[src/rtl/fifo_reader_pkg.sv]
// Shared defaults and types for the FIFO read-side master (fifo_reader).
package fifo_reader_pkg;

  localparam int DATA_W_DEF = 8;
  localparam int CNT_W_DEF  = 5;
  localparam int STAT_W     = 16;

  typedef enum logic {
    IDLE = 1'b0,
    PEND = 1'b1
  } rd_state_t;

endpackage

[src/rtl/fifo_reader_buf.sv]
// Circular output buffer for fifo_reader; head/valid form the downstream byte stream.
module fifo_reader_buf
  import fifo_reader_pkg::*;
#(
  parameter int DATA_W = DATA_W_DEF,
  parameter int DEPTH  = 4,
  localparam int PTR_W = (DEPTH > 1) ? $clog2(DEPTH) : 1,
  localparam int OCC_W = $clog2(DEPTH + 1)
) (
  input  logic              clk,
  input  logic              rst,
  input  logic              push,
  input  logic [DATA_W-1:0] din,
  input  logic              pop,
  output logic [OCC_W-1:0]  occ,
  output logic [DATA_W-1:0] head,
  output logic              valid
);

  logic [DATA_W-1:0] mem [DEPTH];
  logic [PTR_W-1:0]  wr_ptr;
  logic [PTR_W-1:0]  rd_ptr;
  logic              pop_fire;

  // Pointers wrap at DEPTH explicitly so non-power-of-two depths also work.
  function automatic logic [PTR_W-1:0] ptr_inc(input logic [PTR_W-1:0] p);
    return (p == PTR_W'(DEPTH - 1)) ? '0 : p + PTR_W'(1);
  endfunction

  assign pop_fire = pop && valid;
  assign valid    = (occ != '0);
  assign head     = valid ? mem[rd_ptr] : '0;

  always_ff @(posedge clk or negedge rst) begin
    if (!rst) begin
      wr_ptr <= '0;
      rd_ptr <= '0;
      occ    <= '0;
    end else begin
      if (push)     wr_ptr <= ptr_inc(wr_ptr);
      if (pop_fire) rd_ptr <= ptr_inc(rd_ptr);
      case ({push, pop_fire})
        2'b10:   occ <= occ + OCC_W'(1);
        2'b01:   occ <= occ - OCC_W'(1);
        default: occ <= occ;
      endcase
    end
  end

  always_ff @(posedge clk) begin
    if (push) mem[wr_ptr] <= din;
  end

endmodule

[src/rtl/fifo_reader.sv]
// Read-side master for a 16-entry byte FIFO with a valid/ready byte output.
// Optional pop/retry statistics ports are built when FIFO_READER_STATS_EN is defined.
module fifo_reader
  import fifo_reader_pkg::*;
#(
  parameter int DATA_W    = DATA_W_DEF,
  parameter int CNT_W     = CNT_W_DEF,
  parameter int OUT_DEPTH = 4
) (
  input  logic              clk,
  input  logic              rst,
  input  logic              fifo_empty,
  input  logic [CNT_W-1:0]  fifo_cnt,
  input  logic [DATA_W-1:0] fifo_dout,
  output logic              fifo_re,
  output logic              out_valid,
  input  logic              out_ready,
  output logic [DATA_W-1:0] out_data
`ifdef FIFO_READER_STATS_EN
  ,
  output logic [STAT_W-1:0] pop_count,
  output logic [STAT_W-1:0] retry_count
`endif
);

  localparam int OCC_W = $clog2(OUT_DEPTH + 1);

  rd_state_t        state;
  rd_state_t        next_state;
  logic [CNT_W-1:0] cnt_snap;
  logic [OCC_W-1:0] occ;
  logic             pend;
  logic             accept;

  // The FIFO favours writes, so a pop only took effect if the count dropped by exactly one.
  assign pend   = (state == PEND);
  assign accept = pend && (fifo_cnt == CNT_W'(cnt_snap - CNT_W'(1)));

  always_ff @(posedge clk or negedge rst) begin
    if (!rst) begin
      state    <= IDLE;
      cnt_snap <= '0;
    end else begin
      state <= next_state;
      if (fifo_re) cnt_snap <= fifo_cnt;
    end
  end

  always_comb begin
    fifo_re    = 1'b0;
    next_state = IDLE;
    if (rst && !fifo_empty && ((int'(occ) + int'(pend)) < OUT_DEPTH)) begin
      fifo_re    = 1'b1;
      next_state = PEND;
    end
  end

  fifo_reader_buf #(
    .DATA_W (DATA_W),
    .DEPTH  (OUT_DEPTH)
  ) u_buf (
    .clk   (clk),
    .rst   (rst),
    .push  (accept),
    .din   (fifo_dout),
    .pop   (out_ready),
    .occ   (occ),
    .head  (out_data),
    .valid (out_valid)
  );

`ifdef FIFO_READER_STATS_EN
  logic refuse;

  assign refuse = pend && !accept;

  always_ff @(posedge clk or negedge rst) begin
    if (!rst) begin
      pop_count   <= '0;
      retry_count <= '0;
    end else begin
      if (accept && (pop_count != '1))   pop_count   <= pop_count + STAT_W'(1);
      if (refuse && (retry_count != '1)) retry_count <= retry_count + STAT_W'(1);
    end
  end
`endif

endmodule

[config.mk]
export PLATFORM = sky130hd
export DESIGN_NAME = fifo_reader
export DESIGN_NICKNAME = d
export VERILOG_FILES = /design/src/rtl/fifo_reader_pkg.sv /design/src/rtl/fifo_reader_buf.sv /design/src/rtl/fifo_reader.sv
export SDC_FILE = /design/constraint.sdc
export NUM_CORES = 1
export LEC_CHECK = 0
export CAP_MARGIN = 30
export CORE_MARGIN = 2
export CORE_UTILIZATION = 25
export CTS_CLUSTER_SIZE = 25
export DETAILED_ROUTE_END_ITERATION = 10
export GPL_ROUTABILITY_DRIVEN = 0
export PLACE_DENSITY = 0.47
export RECOVER_POWER = 25
export SKIP_LAST_GASP = 1
export SLEW_MARGIN = 20
export SYNTH_ARGS = -nofsm -noshare
export SYNTH_HDL_FRONTEND = slang
export SYNTH_SLANG_ARGS = --single-unit
[constraint.sdc]
create_clock -name clk -period 2.9 [get_ports clk]
set_clock_uncertainty 0.05 [all_clocks]
set_input_delay 0.58 -clock clk [delete_from_list [all_inputs] [get_ports clk]]
set_output_delay 0.58 -clock clk [all_outputs]
set_load 0.01 [all_outputs]
==> results.sh, run 1 <==
export IMPL_outcome="complete, no violations"
export IMPL_dpl_hpwl_mm=2.504
export IMPL_seq_area_mm2=0.001286
export IMPL_met1_length_mm=1.377
export IMPL_core_rowCount=32
export IMPL_num_vias=1095
export IMPL_multi_input_comb_area_um2=655.6
export IMPL_cap_violations=0
export IMPL_wl_mm=3.495
export IMPL_start_util=0.2578
export IMPL_ys_top_cells_by_count="32 x edfxtp_1, 13 x dfrtp_1, 12 x and2_1"
export IMPL_wl_per_cell_um=13.14
export IMPL_synth_cells=122
export IMPL_cpMaxStageDelayCell="mux4_2"
export IMPL_setup_viol_count_final=0
export IMPL_clk_latency_ns=0.29
export IMPL_finalNetCount=188
export IMPL_synth_area_top_cells="edfxtp_1 48%, dfrtp_1 16%, mux4_2 9.0%"
export IMPL_cts_made_buffers=5
export IMPL_grt_ovfl_total=0
export IMPL_yosysTopAreaCell="edfxtp_1"
export IMPL_slew_headroom=0.4945
export IMPL_fin_area_mm2=0.002581
export IMPL_synthesis_nets=147
export IMPL_n_antenna_cell=0
export IMPL_ys_seq_area_frac=0.6457
export IMPL_async_flop_share=0.2889
export IMPL_critPathLaunchType="register"
export IMPL_cts_tree="built"
export IMPL_clkTransAtPathRegs_ns=0.08
export IMPL_maxSlewViolCount=0
export IMPL_remaining_drc_errors=0
export IMPL_synth_distinct_cells=24
export IMPL_area_growth_syn_to_layout_pct=29.59
export IMPL_cts_buffer_depth=2
export IMPL_crit_end="out_data[5]"
export IMPL_met2_length_mm=1.875
export IMPL_cts_resized=0
export IMPL_synth_cell_area_mm2=0.001992
export IMPL_io_buffers=26
export IMPL_rrSetupSlack_ns=0.32
export IMPL_crit_path_max_fanout=8
export IMPL_path_buf_inv=2
export IMPL_cts_sink_count=45
export IMPL_crit_path_cell_trace="buf_4 > mux4_2 > and2_1 > clkdlybuf4s50_1"
export IMPL_drt_iter0_drc=16
export IMPL_finalPower_mw=2.138
export IMPL_cpLargestDelayFamily="buffers and inverters"
export IMPL_worst_pin_slew_ns=0.7582
export IMPL_top_layer_used="met4"
export IMPL_fin_tns_setup_ns=0
export IMPL_finalHoldViolCount=0
export IMPL_r2r_worst_path_cells=10
export IMPL_avgSynthCellArea_um2=16.33
export IMPL_grtUsageTotal=0.08754
export IMPL_die_h_um=93.26
export IMPL_drt_pass1_iter_count=5
export IMPL_fmax_ghz=0.3702
export IMPL_place_inst=258
export IMPL_yosys_warnings=0
export IMPL_finalCriticalPeriod_ns=2.701
export IMPL_dr_wl_met3_um=194
export IMPL_cts_root_buf="clkbuf_8"
export IMPL_place_area_mm2=0.002475
export IMPL_htreeDepth=2
export IMPL_synth_edf_count=32
export IMPL_r2r_end="u_buf.occ[1]"
export IMPL_leakagePower_nw=0.9510
export IMPL_ios=27
export IMPL_grt_pass1_wl_mm=5.616
export IMPL_crit_cells=4
export IMPL_fp_dieW_um=93.26
export IMPL_whs_ns=0.4490
export IMPL_hp_class="register to register"
export IMPL_arrival_ns=2.07
export IMPL_postLayoutCoreUtil=0.3340
export IMPL_ys_seq_elements=45
export IMPL_rsz0062_at_grt="false"
export IMPL_netlist_area_leader_share=0.4824
export IMPL_antenna_found_initial=0
export IMPL_route_detailed_vias_per_inst=4.117
export IMPL_final_period_utilization=0.9314
export IMPL_power_density_mw_per_mm2=828.2
export IMPL_crit_start="u_buf.rd_ptr[0]"
export IMPL_crit_type="register to primary output"
export IMPL_cpPeakStageDelay_ns=0.51
export IMPL_cts_hold_buf=0
export IMPL_cts_setup_buffers=0
export IMPL_drive_gt1_frac=0.2012
export IMPL_die_area_mm2=0.008697
export IMPL_grt_pass1_vias=1122
export IMPL_ys_flop_type="edfxtp_1"
export IMPL_setup_ws_ns=0.1990
export IMPL_core_area_mm2=0.007727
export IMPL_place_ws_ns=-0.1037
export IMPL_critPathCaptureType="primary output"
export IMPL_grt_max_degree=15
export IMPL_synth_most_common_cell="edfxtp_1"
export IMPL_ant_nets=0
export IMPL_hp_start="u_buf.occ[2]"
export IMPL_final_cells=266
export IMPL_cp_required_ns=2.27
export IMPL_r2r_start="cnt_snap[0]"
export IMPL_fillers=735
export IMPL_ir_worst_vdd_mv=0.2724
-- cell usage in the layout, fill, tap and decap left out, types with 2 or more instances in the layout --
master	synthesis	routed
nor3_1	2	2
nand2_1	3	3
mux4_2	8	8
dlygate4sd3_1	0	4
buf_4	0	8
nand3_1	4	4
xnor2_1	4	4
buf_12	0	2
mux2_1	2	2
xor2_1	5	5
ha_1	7	7
mux2_2	6	6
edfxtp_1	32	32
nor2_1	3	3
inv_1	10	10
clkdlybuf4s50_1	0	22
and2_1	12	12
clkbuf_8	0	5
dfrtp_1	13	13
-- how the worst min path moves through the flow --
stage                     depth (start not counted)      endpoint  slack (ns)
final                                             1  u_buf.occ[2]        0.45
after global routing                              1  u_buf.occ[2]        0.49
after CTS                                         1  u_buf.occ[2]        0.47
after detailed placement                          1  u_buf.occ[2]        0.45
after global placement                            1  u_buf.occ[2]        0.45
after floorplan                                   0   cnt_snap[0]        0.23
-- per-layer routing --
metal  up-vias  global-route usage
met5         -                   0
met4         0             0.02941
met3         6             0.02901
met2        27              0.1631
met1       535             0.09157
li1        527                   -
-- layout make-up --
| cell class | count | share of cell area |
|---|---|---|
| flip-flops and latches | 45 | 0.4983 |
| multi-input cells | 64 | 0.2540 |
| repair buffers | 37 | 0.1411 |
| well taps | 102 | 0.04944 |
| clock buffers | 5 | 0.02666 |
| clock inverters | 3 | 0.01600 |
| inverters | 10 | 0.01454 |
-- logic make-up after synthesis --
kind of cell	Yosys count	share of synthesized area
AOI/OAI and AO/OA	5	0.02638
buffers and inverters	13	0.02513
muxes	16	0.1357
DFF	45	0.6457
and+or+nand+nor	26	0.07349
xor gates and xnor gates	9	0.03957
adders and majority gates	8	0.05402
-- worst reg2reg max path, delay by kind of cell (launching register included) --
| kind | cells | cell delay, ns |
|---|---|---|
| flops | 1 | 0.41 |
| compound gates | 4 | 1.00 |
| buf+inv | 3 | 0.20 |
| fa+ha+maj | 3 | 0.85 |
-- flip-flops by register name, indices dropped and copies added, names as in the netlist --
name / count
u_buf.mem: 32
cnt_snap: 5
u_buf.occ: 3
u_buf.rd_ptr: 2
u_buf.wr_ptr: 2
pend: 1
-- power breakdown --
| part | internal, mW | switching (mW) |
|---|---|---|
| Clock | 0.253 | 0.201 |
| Sequential | 0.780 | 0.107 |
| Combinational | 0.474 | 0.323 |
| Total | 1.51 | 0.631 |
No activity file was read; power rests on OpenSTA's default activity.
==> inputs of run 2 (changes only) <==
--- a/config.mk
+++ b/config.mk
@@ -7,11 +7,11 @@
 export LEC_CHECK = 0
 export CAP_MARGIN = 30
 export CORE_MARGIN = 2
-export CORE_UTILIZATION = 25
+export CORE_UTILIZATION = 40
 export CTS_CLUSTER_SIZE = 25
 export DETAILED_ROUTE_END_ITERATION = 10
 export GPL_ROUTABILITY_DRIVEN = 0
-export PLACE_DENSITY = 0.47
+export PLACE_DENSITY = 0.65
 export RECOVER_POWER = 25
 export SKIP_LAST_GASP = 1
 export SLEW_MARGIN = 20
==> constraint.sdc (replaced) <==
create_clock -name clk -period 2.9 [get_ports clk]
set_clock_uncertainty 0.05 [all_clocks]
set_input_delay 0.58 -clock clk [delete_from_list [all_inputs] [get_ports clk]]
set_output_delay 0.58 -clock clk [all_outputs]
set_load 0.02 [all_outputs]
==> results.sh, run 2 (same netlist as run 1, synthesis figures left out) <==
export IMPL_seq_area_mm2=0.001286
export IMPL_core_rowCount=25
export IMPL_cts_tree="built"
export IMPL_power_frac_seq=0.405
export IMPL_cellInternalPower_mw=1.498
export IMPL_place_area_mm2=0.002429
export IMPL_cts_buffer_depth=2
export IMPL_grtUsageTotal=0.1315
export IMPL_die_h_um=74.57
export IMPL_n_antenna_cell=0
export IMPL_ios=27
export IMPL_leakagePower_nw=0.9454
export IMPL_ir_worst_vdd_mv=0.4318
export IMPL_cts_setup_buffers=0
export IMPL_route_detailed_vias_per_inst=4.649
export IMPL_final_common_cell="edfxtp_1"
export IMPL_sw_frac_of_total=0.3129
export IMPL_cpMaxStageDelayCell="clkdlybuf4s50_1"
export IMPL_cts_root_buf="clkbuf_8"
export IMPL_grt_ovfl_total=0
export IMPL_regMostFlops="u_buf.mem"
export IMPL_area_growth_syn_to_layout_pct=26.95
export IMPL_cts_hold_buf=0
export IMPL_crit_path_max_fanout=11
export IMPL_pwr_share_clk=0.205
export IMPL_reg_largest_list="u_buf.mem (32), cnt_snap (5), u_buf.occ (3)"
export IMPL_r2r_end="u_buf.occ[2]"
export IMPL_finalNetCount=186
export IMPL_remaining_drc_errors=0
export IMPL_fp_dieW_um=74.57
export IMPL_antenna_found_initial=0
export IMPL_wl_per_cell_um=14.07
export IMPL_drt_pass1_iter_count=4
export IMPL_final_cells=228
export IMPL_final_period_utilization=0.9342
export IMPL_num_vias=1060
export IMPL_start_util=0.4189
export IMPL_fin_tns_setup_ns=0
export IMPL_finalPower_mw=2.180
export IMPL_drt_iter0_drc=42
export IMPL_cts_sink_count=45
export IMPL_htreeDepth=2
export IMPL_critPathCaptureType="primary output"
export IMPL_cts_made_buffers=5
export IMPL_cts_resized=0
export IMPL_largest_register_ffs=32
export IMPL_power_density_mw_per_mm2=862.1
export IMPL_clkTransAtPathRegs_ns=0.08
export IMPL_fmax_ghz=0.3691
export IMPL_setup_viol_count_final=0
export IMPL_crit_type="register to primary output"
export IMPL_switchingPower_mw=0.6821
export IMPL_multi_input_comb_area_um2=655.6
export IMPL_dpl_hpwl_mm=2.316
export IMPL_clk_latency_ns=0.30
export IMPL_arrival_ns=2.08
export IMPL_fillers=413
export IMPL_place_inst=221
export IMPL_cpLargestDelayFamily="buffers and inverters"
export IMPL_worst_pin_slew_ns=0.7189
export IMPL_fin_area_mm2=0.002529
export IMPL_grt_pass1_wl_mm=5.147
export IMPL_core_area_mm2=0.004755
export IMPL_hp_start="u_buf.occ[2]"
export IMPL_power_share_combinational=0.391
export IMPL_crit_path_cell_trace="buf_4 > mux4_2 > and2_1 > clkdlybuf4s50_1"
export IMPL_r2r_worst_path_cells=12
export IMPL_cap_violations=0
export IMPL_slew_headroom=0.5207
export IMPL_r2r_start="cnt_snap[0]"
export IMPL_setup_ws_ns=0.1909
export IMPL_hp_class="register to register"
export IMPL_die_area_mm2=0.005560
export IMPL_finalCriticalPeriod_ns=2.709
export IMPL_critPathLaunchType="register"
export IMPL_final_cell_mix="32 x edfxtp_1, 22 x clkdlybuf4s50_1, 13 x dfrtp_1, 12 x and2_1, 10 x inv_1"
export IMPL_finalHoldViolCount=0
export IMPL_grt_max_degree=14
export IMPL_drive_gt1_frac=0.1925
export IMPL_rsz0062_at_grt="false"
export IMPL_io_buffers=26
export IMPL_path_buf_inv=2
export IMPL_hold_end="u_buf.occ[2]"
export IMPL_rrSetupSlack_ns=0.35
export IMPL_cp_required_ns=2.27
export IMPL_maxSlewViolCount=0
export IMPL_place_ws_ns=-0.08148
export IMPL_cpPeakStageDelay_ns=0.53
export IMPL_holdPathStages=1
export IMPL_grt_pass1_vias=1102
export IMPL_wl_mm=3.207
export IMPL_outcome="complete, no violations"
export IMPL_ant_nets=0
## run 2: worst max-delay path by stage
stage                          startpoint           end  slack (ns)  depth (start not counted)
final                     u_buf.rd_ptr[0]   out_data[2]        0.19                          4
after global placement        fifo_cnt[2]  u_buf.occ[2]      -0.005                         11
after floorplan               cnt_snap[0]  u_buf.occ[1]        0.39                         10
after CTS                 u_buf.rd_ptr[0]   out_data[7]        0.17                          4
after global routing          fifo_cnt[2]  u_buf.occ[1]        0.02                          9
after detailed placement      fifo_cnt[2]  u_buf.occ[1]       -0.08                          9
## run 2: area by class of cell
class                   instances  share of cell area
flip-flops and latches         45              0.5087
multi-input cells              64              0.2593
repair buffers                 35              0.1430
well taps                      67             0.03315
clock buffers                   5             0.02721
inverters                      10             0.01484
clock inverters                 2             0.01385
## run 2: through the flow
stage	util	hold WS, ns
global route	0.5318	0.4858
floorplan	-	0.2344
global placement	0.5108	0.4319
CTS	0.5326	0.4610
detailed placement	0.5108	0.4407
finish	0.5318	0.4612
## run 2: routing by layer
metal  global-route usage  vias up  share of wire
met5                    0        -              0
met1               0.1523      507           0.42
met2               0.2173       25           0.49
met4              0.07738        0          0.027
li1                     -      519              -
met3              0.03794        9          0.062
## run 2: power groups by stage
stage               clock [mW]  combinational, mW  sequential (mW)
finish                   0.446              0.851            0.882
global route             0.486              0.947            0.900
CTS                      0.465              0.873            0.885
detailed placement           0              0.874            0.897
global placement             0              0.845            0.888
floorplan                    0              0.609            0.852
## run 2: worst register-to-register path: cells and delay by family (launching register included)
| family | cells | cell delay (ns) |
|---|---|---|
| buffers and inverters | 3 | 0.20 |
| adder cells (fa/ha/maj) | 3 | 0.64 |
| AO/OA/AOI/OAI | 3 | 0.82 |
| AND/OR/NAND/NOR | 1 | 0.06 |
| flip-flops | 1 | 0.40 |
| XOR/XNOR | 2 | 0.28 |
==> edit, RTL diff (settings of run 1) <==
Build with the macro `FIFO_READER_STATS_EN` defined.
--- a/src/rtl/fifo_reader.sv
+++ b/src/rtl/fifo_reader.sv
@@ -1,4 +1,6 @@
 // Read-side master for a 16-entry byte FIFO with a valid/ready byte output.
 // Optional pop/retry statistics ports are built when FIFO_READER_STATS_EN is defined.
+`define FIFO_READER_STATS_EN
+
 module fifo_reader
   import fifo_reader_pkg::*;
Formal check against the unedited RTL (old outputs only; new: pop_count and retry_count): equivalent (equiv_simple and equiv_induct, registers matched by name and starting in step).
==> edit against run 1 <==
  * Power is 76% higher
  * Sequential share of layout area is 7.4 points lower
  * Sequential cell count is 32 higher
  * Largest power group unchanged
  * Die area is 82% higher
  * Final area is 91% higher
  * Register-to-register slack better by 0.10 ns
  * Fmax is 1.9% lower
  * Routed wire length is 130% higher
  * Sequential power is 62% higher
  * Synthesized area is 86% higher
  * Core utilization is 0.46 points higher
  * Setup slack worse by 0.051 ns
==> edit: results (changes against run 1) <==
Synth
  – Post-Synth Adder-Cell Area: 3.58% (-1.8 points)
  – Mapped Nets: 311 (+110%)
  – Post-synth top cells: dfrtp_1, edfxtp_1, nand2_1, nand4_1, xor2_1
  – Post-synthesis mux area share: 7.86% (-5.7 points)
  – Register area share after synthesis: 56.3% (-8.3 points)
  – Synthesized instance count: 284 (+130%)
  – Async S/R FF share, synth: 58.4% (+30 points)
  – Synth area leaders: dfrtp_1, edfxtp_1, mux4_2
  – Synth Cell Area: 0.00371 mm² (+86%)

Global routing
  – Global Route met3 Usage: 3.36% (+0.46 points)
  – GRT met2 Usage: 16.7% (+0.42 points)
  – Gr usage total: 10.7% (+1.9 points)
  – Global-route wire length before repair: 13.3 mm (+140%)

Cells and area
  – ClkCell Share: 6.53% (+2.3 points)
  – Area grow syn2layout: 32.7%
  – Buffers excl. clock: 72 (+95%)
  – NonClk Buf Share: 14.5% (+0.41 points)
  – Top Registers: u_buf.mem (32), pop_count (16), retry_count (16)
  – Fill count: 1,487 (+100%)
  – Final nets: 384 (+100%)
  – Register area: 0.00209 mm² (+62%)
  – Inverters: 12 (+2)

Placed design
  – Input/output buffers: 58 (+120%)
  – Worst slack, placed: -0.0264 ns (+0.0773 ns)
  – Placed Cells: 530 (+110%)
  – Dpl cell area: 0.00460 mm² (+86%)

Drt
  – Wire length on met2: 3.64 mm (+94%)
  – DR vias: 2,418 (+120%)
  – Routed length on met1: 3.77 mm (+170%)
  – Drt via density: 4.43 (+7.6%)
  – Starting DRT DRC Count: 84 (+68)

Power
  – Reg power frac: 38.3% (-3.2 points)

Clock tree
  – CTS clk-pin slew, worst paths: 0.06 ns (-0.02 ns)
  – Clk_lat worst skew: 0.33 ns (+0.04 ns)
  – H-tree levels: 3 (+1)
  – Clock root cell: clkbuf_16

Setup path
  – CP Data Arrival Time: 2.12 ns (+0.05 ns)
  – R2R depth: 13 (+3)
  – R2r endpoint: u_buf.occ[2]$_DFFE_PN0P_

Outcome
  – Status: finished, final reports clean

STA
  – Worst slew pin tran: 1.16 ns (+0.405 ns)
  – Fmax: 363 MHz (-1.9%)
  – Hold Worst Slack: 0.434 ns (-0.0150 ns)
[edit: cell types whose count changed after synthesis, moves of 9 or more]
cell / change
xor2_1: +13
nand2_1: +17
and3_1: +12
dfrtp_1: +32
xnor2_1: +13
nand3_1: +9
nand4_1: +18
[edit: critical path: cells and delay by family, from the launching register on]
family | cells | cell delay (ns)
mux | 1 | 0.53
buf+inv | 2 | 0.71
flops | 1 | 0.39
simple gates | 1 | 0.17
[edit: stage by stage]
stage / util (%) / total power [mW]
after global placement: 31.7 / 2.57
after global routing: 33.9 / 3.99
after floorplan: - / 2.14
final: 33.9 / 3.75
after CTS: 33.9 / 3.83
after detailed placement: 31.7 / 2.59
[edit: cell families (layout without fill, tap and decap cells)]
kind of cell / count (synthesis) / in the layout
compound gates: 8 / 8
xor+xnor: 35 / 35
fa+ha+maj: 10 / 10
buf+inv: 22 / 100
flops: 77 / 77
mux: 18 / 18
simple gates: 114 / 114
